`src/rtl/fifo_uart_tx.sv`:
```
// fifo_uart_tx: pops bytes from a FIFO read port and sends each as an 8N1 UART frame, LSB first
module fifo_uart_tx #(
    parameter int CLKS_PER_BIT = 234,
    parameter int RD_LATENCY   = 1
) (
    input  logic       CLOCK,
    input  logic       RESET_N,
    input  logic       FIFO_EMPTY,
    input  logic [7:0] FIFO_Q,
    output logic       FIFO_RDEN,
    output logic       UART_TX,
    output logic       BUSY
);
    localparam int BW = $clog2(CLKS_PER_BIT);
    localparam logic [BW-1:0] BAUD_LAST = BW'(CLKS_PER_BIT - 1);
    localparam logic [1:0] WAIT_LAST = 2'(RD_LATENCY - 1);
    localparam logic [2:0] S_IDLE  = 3'd0;
    localparam logic [2:0] S_POP   = 3'd1;
    localparam logic [2:0] S_WAIT  = 3'd2;
    localparam logic [2:0] S_START = 3'd3;
    localparam logic [2:0] S_DATA  = 3'd4;
    localparam logic [2:0] S_STOP  = 3'd5;
    logic [2:0]    r_state;
    logic [BW-1:0] r_baud;
    logic [1:0]    r_wait;
    logic [2:0]    r_bit;
    logic [7:0]    r_shift;
    logic          r_rden;
    logic          r_tx;
    logic          r_busy;
    logic          w_bit_end;
    assign w_bit_end = (r_baud == BAUD_LAST);
    assign FIFO_RDEN = r_rden;
    assign UART_TX   = r_tx;
    assign BUSY      = r_busy;
    // pop / wait-for-data / start / 8 data / stop sequencer; the shift register moves toward bit 0
    always_ff @(posedge CLOCK or negedge RESET_N) begin
        if (!RESET_N) begin
            r_state <= S_IDLE;
            r_baud  <= '0;
            r_wait  <= '0;
            r_bit   <= '0;
            r_shift <= '0;
            r_rden  <= 1'b0;
            r_tx    <= 1'b1;
            r_busy  <= 1'b0;
        end else begin
            r_rden <= 1'b0;
            case (r_state)
                S_IDLE: if (!FIFO_EMPTY) begin
                    r_rden  <= 1'b1;
                    r_busy  <= 1'b1;
                    r_state <= S_POP;
                end
                S_POP: begin
                    r_wait  <= '0;
                    r_state <= S_WAIT;
                end
                S_WAIT: if (r_wait == WAIT_LAST) begin
                    r_shift <= FIFO_Q;
                    r_tx    <= 1'b0;
                    r_baud  <= '0;
                    r_state <= S_START;
                end else begin
                    r_wait <= r_wait + 2'd1;
                end
                S_START: if (w_bit_end) begin
                    r_baud  <= '0;
                    r_bit   <= '0;
                    r_tx    <= r_shift[0];
                    r_shift <= {1'b0, r_shift[7:1]};
                    r_state <= S_DATA;
                end else begin
                    r_baud <= r_baud + BW'(1);
                end
                S_DATA: if (w_bit_end) begin
                    r_baud <= '0;
                    r_bit  <= r_bit + 3'd1;
                    if (r_bit == 3'd7) begin
                        r_tx    <= 1'b1;
                        r_state <= S_STOP;
                    end else begin
                        r_tx    <= r_shift[0];
                        r_shift <= {1'b0, r_shift[7:1]};
                    end
                end else begin
                    r_baud <= r_baud + BW'(1);
                end
                S_STOP: if (w_bit_end) begin
                    r_baud  <= '0;
                    r_busy  <= 1'b0;
                    r_state <= S_IDLE;
                end else begin
                    r_baud <= r_baud + BW'(1);
                end
                default: r_state <= S_IDLE;
            endcase
        end
    end
endmodule

```
`config.mk`:
```
export PLATFORM = sky130hd
export DESIGN_NAME = fifo_uart_tx
export DESIGN_NICKNAME = d
export VERILOG_FILES = /design/src/rtl/fifo_uart_tx.sv
export SDC_FILE = /design/constraint.sdc
export NUM_CORES = 1
export LEC_CHECK = 0
export CORE_UTILIZATION = 65
export DETAILED_ROUTE_END_ITERATION = 8
export DONT_BUFFER_PORTS = 1
export MAX_ROUTING_LAYER = met4
export PLACE_DENSITY = 0.77
export SYNTH_ARGS = -nofsm -noshare
export SYNTH_HDL_FRONTEND = slang
export SYNTH_SLANG_ARGS = --single-unit
```
`constraint.sdc`:
```
create_clock -name CLOCK -period 4.35 [get_ports CLOCK]
set_clock_uncertainty 0.15 [all_clocks]
set_input_delay 0.87 -clock CLOCK [delete_from_list [all_inputs] [get_ports CLOCK]]
set_output_delay 0.87 -clock CLOCK [all_outputs]
set_load 0.01 [all_outputs]
```
==> impl_metrics.py <==
metrics = {
    "worst_hold_path": {
        "hold_class": "input port to asynchronous set/reset pin",
    },
    "floorplan": {
        "die_h_um": 50.56,
        "core_region_area_um2": 2212,
        "die_w_um": 50.56,
        "start_util": 0.6929,
        "dieArea_um2": 2556,
        "rows": 17,
        "io_pins": 14,
    },
    "global_routing": {
        "grt_pass1_vias": 1020,
        "grt-ovfl-total": 0,
        "antenna_found_initial": 0,
        "grt_pass1_wl_um": 4567,
        "grt_max_degree": 28,
        "grt_usage": 0.2493,
    },
    "power_and_ir_drop": {
        "seqPwrFrac": 0.554,
        "cellLeakagePower_uw": 0.0006829,
        "power_density_nw_per_um2": 456.0,
        "power_uw": 714.4,
        "clkPwrFrac": 0.153,
        "p_int_uw": 483.9,
        "netSwitchingFraction": 0.3226,
        "peakVddDrop_uv": 359.6,
        "netSwitchingPower_uw": 230.5,
        "p_comb_frac": 0.292,
    },
    "synth": {
        "yosys_warnings": 0,
        "ys_ff_latch": 27,
        "yosys.area.top_type": "dfrtp_1",
        "syn-num-nets": 168,
        "synthArstFlopShare": 1.000,
        "dominantRegCellSynth": "dfrtp_1",
        "ys_seq_area_frac": 0.4416,
        "yosys.area.top_type_share": 0.4245,
        "synthCells": 152,
        "synthTopCellsByArea": "dfrtp_1 (42%), mux2_2 (10%), ha_1 (4.1%), o21ai_0 (3.3%), nand2_1 (3.2%)",
        "synth-edff-count": 0,
        "postSynthAreaPerCell_um2": 10.08,
        "synth.distinct_cells": 44,
        "synth_area_um2": 1533,
    },
    "cts": {
        "cts_hold_buf": 0,
        "cts_inserted_buffers": 3,
        "cts_resized": 0,
        "tritoncts": "built",
        "clk_latency_ps": 330,
        "cts.sinks": 27,
        "post_cts_buffers": 0,
        "h-tree-depth": 1,
        "cts_buffer_depth": 2,
        "cts_root_buffer": "clkbuf_4",
        "path_clk_slew_ps": 150,
    },
    "routing": {
        "viasPerCell": 6.225,
        "wl_um": 2745,
        "drt_first_iter_violations": 11,
        "drc_errors": 0,
        "dr.pass1.iters": 4,
        "antenna_left": 0,
        "wl_per_cell_um": 15.42,
        "num_vias": 1108,
    },
    "setup_path": {
        "critPathArrivalTime_ps": 2420,
        "cp_max_fo": 20,
        "timing.rr.end": "r_shift[6]",
        "r2r.worst_path.cells": 4,
        "end_kind": "register",
        "r2r_slack_ps": 2020,
        "reg2reg_from": "r_state[0]",
        "crit_type": "register to register",
        "critPathRequiredTime_ps": 4430,
        "startpoint_type": "register",
    },
    "sta": {
        "tns_ps": 0,
        "rsz0062_at_grt": "no",
        "worst_slew_pin_slew_ps": 567.7,
        "timing.final.crit_period_ps": 2333,
        "clock.fmax_ghz": 0.4286,
        "setup_viol": 0,
        "slew_headroom": 0.6215,
        "drv_slew": 0,
        "fin_crit_sh": 0.5363,
        "hold_viol": 0,
    },
    "layout": {
        "layout_common_cells": "dfrtp_1 (26), mux2_2 (14), nand2_1 (13)",
        "fin_area_um2": 1567,
        "area_growth_pct": 2.204,
        "multi_input_area_um2": 805.8,
        "num-fill-cells": 180,
        "regArea_um2": 676.9,
        "antenna_cells": 0,
        "layout_commonest_cell": "dfrtp_1",
        "nets": 167,
        "final_cells": 178,
        "drive_gt1_frac": 0.1533,
    },
    "place": {
        "io_buffers": 0,
        "placed_area_um2": 1536,
        "place_hpwl_um": 1970,
        "gp_congestion": 0.8778,
        "placed_cells": 174,
    },
    "flow_run": {
        "drv_cap": 0,
    },
    "status": {
        "run_status": "finished, final reports clean",
    },
}
==> metal layers <==
layer,up-vias,global-route usage,share of wire
met1,538,0.3175,0.48
met4,0,0.08333,0.014
li1,553,-,-
met3,4,0.03636,0.021
met2,13,0.4089,0.48
met5,-,-,0
==> per-stage QoR <==
step                setup WS (ps)    util  hold WS (ps)
floorplan                    2407       -         299.7
global placement             2100  0.6946         324.8
detailed placement           2023  0.6946         347.9
CTS                          2021  0.7081         44.42
global route                 1902  0.7081         36.49
finish                       2017  0.7081         59.12
==> final cells by class <==
type | count | area share
Sequential cell | 27 | 0.4321
Inverter | 5 | 0.01198
Clock inverter | 1 | 0.004792
Multi-Input combinational cell | 114 | 0.5144
Clock buffer | 3 | 0.01438
Tap cell | 28 | 0.02236
==> cells by family after synthesis <==
| kind of cell | share of synthesized area |
|---|---|
| AOI/OAI and AO/OA | 0.1820 |
| xor gates and xnor gates | 0.005715 |
| adders and majority gates | 0.04082 |
| buffers and inverters | 0.03265 |
| DFF | 0.4416 |
| muxes | 0.1224 |
| and+or+nand+nor | 0.1747 |
==> registers in the layout (all words and copies together) (netlist names) <==
signal / count
UART_TX: 1
r_state: 3
r_bit: 3
r_baud: 8
BUSY: 1
FIFO_RDEN: 1
r_wait: 2
r_shift: 8
==> worst max path at each step <==
stage | slack [ps] | from | cells past startpoint | end
after detailed placement | 2020 | r_state[0] | 4 | r_shift[6]
after floorplan | 2410 | r_state[1] | 5 | r_shift[0]
final | 2020 | r_state[0] | 4 | r_shift[6]
after global placement | 2100 | r_state[0] | 4 | r_shift[1]
after global routing | 1900 | r_state[0] | 4 | r_shift[6]
after CTS | 2020 | r_state[0] | 4 | r_shift[6]
==> synth_stat cells, types with 3 or more instances <==
cell and number:
nand3_1 3, nor2b_1 5, nand2b_1 4, nand3b_1 3
a21oi_1 8, ha_1 5, o21ai_0 10, nor3_1 6
mux2_2 14, mux2i_1 3, inv_1 5, nor2_1 8
nand2_1 13, a31oi_1 4, clkbuf_1 3, dfrtp_1 26
==> critical path, stage by stage (launching register included) <==
cell and delay [ps]:
dfrtp_1 610, or3b_1 570, nand2_2 270, mux2_2 370, mux2_2 270
==> power by group through the flow <==
| stage | clock, uW | sequential (uW) | combinational (uW) |
|---|---|---|---|
| 2_1_floorplan | 0 | 373 | 193 |
| 3_3_place_gp | 0 | 395 | 199 |
| 3_5_place_dp | 0 | 401 | 208 |
| 4_1_cts | 114 | 395 | 210 |
| 5_1_grt | 121 | 406 | 230 |
| 6_report | 110 | 396 | 209 |
Note: power is estimated with default switching activity, not from simulation.
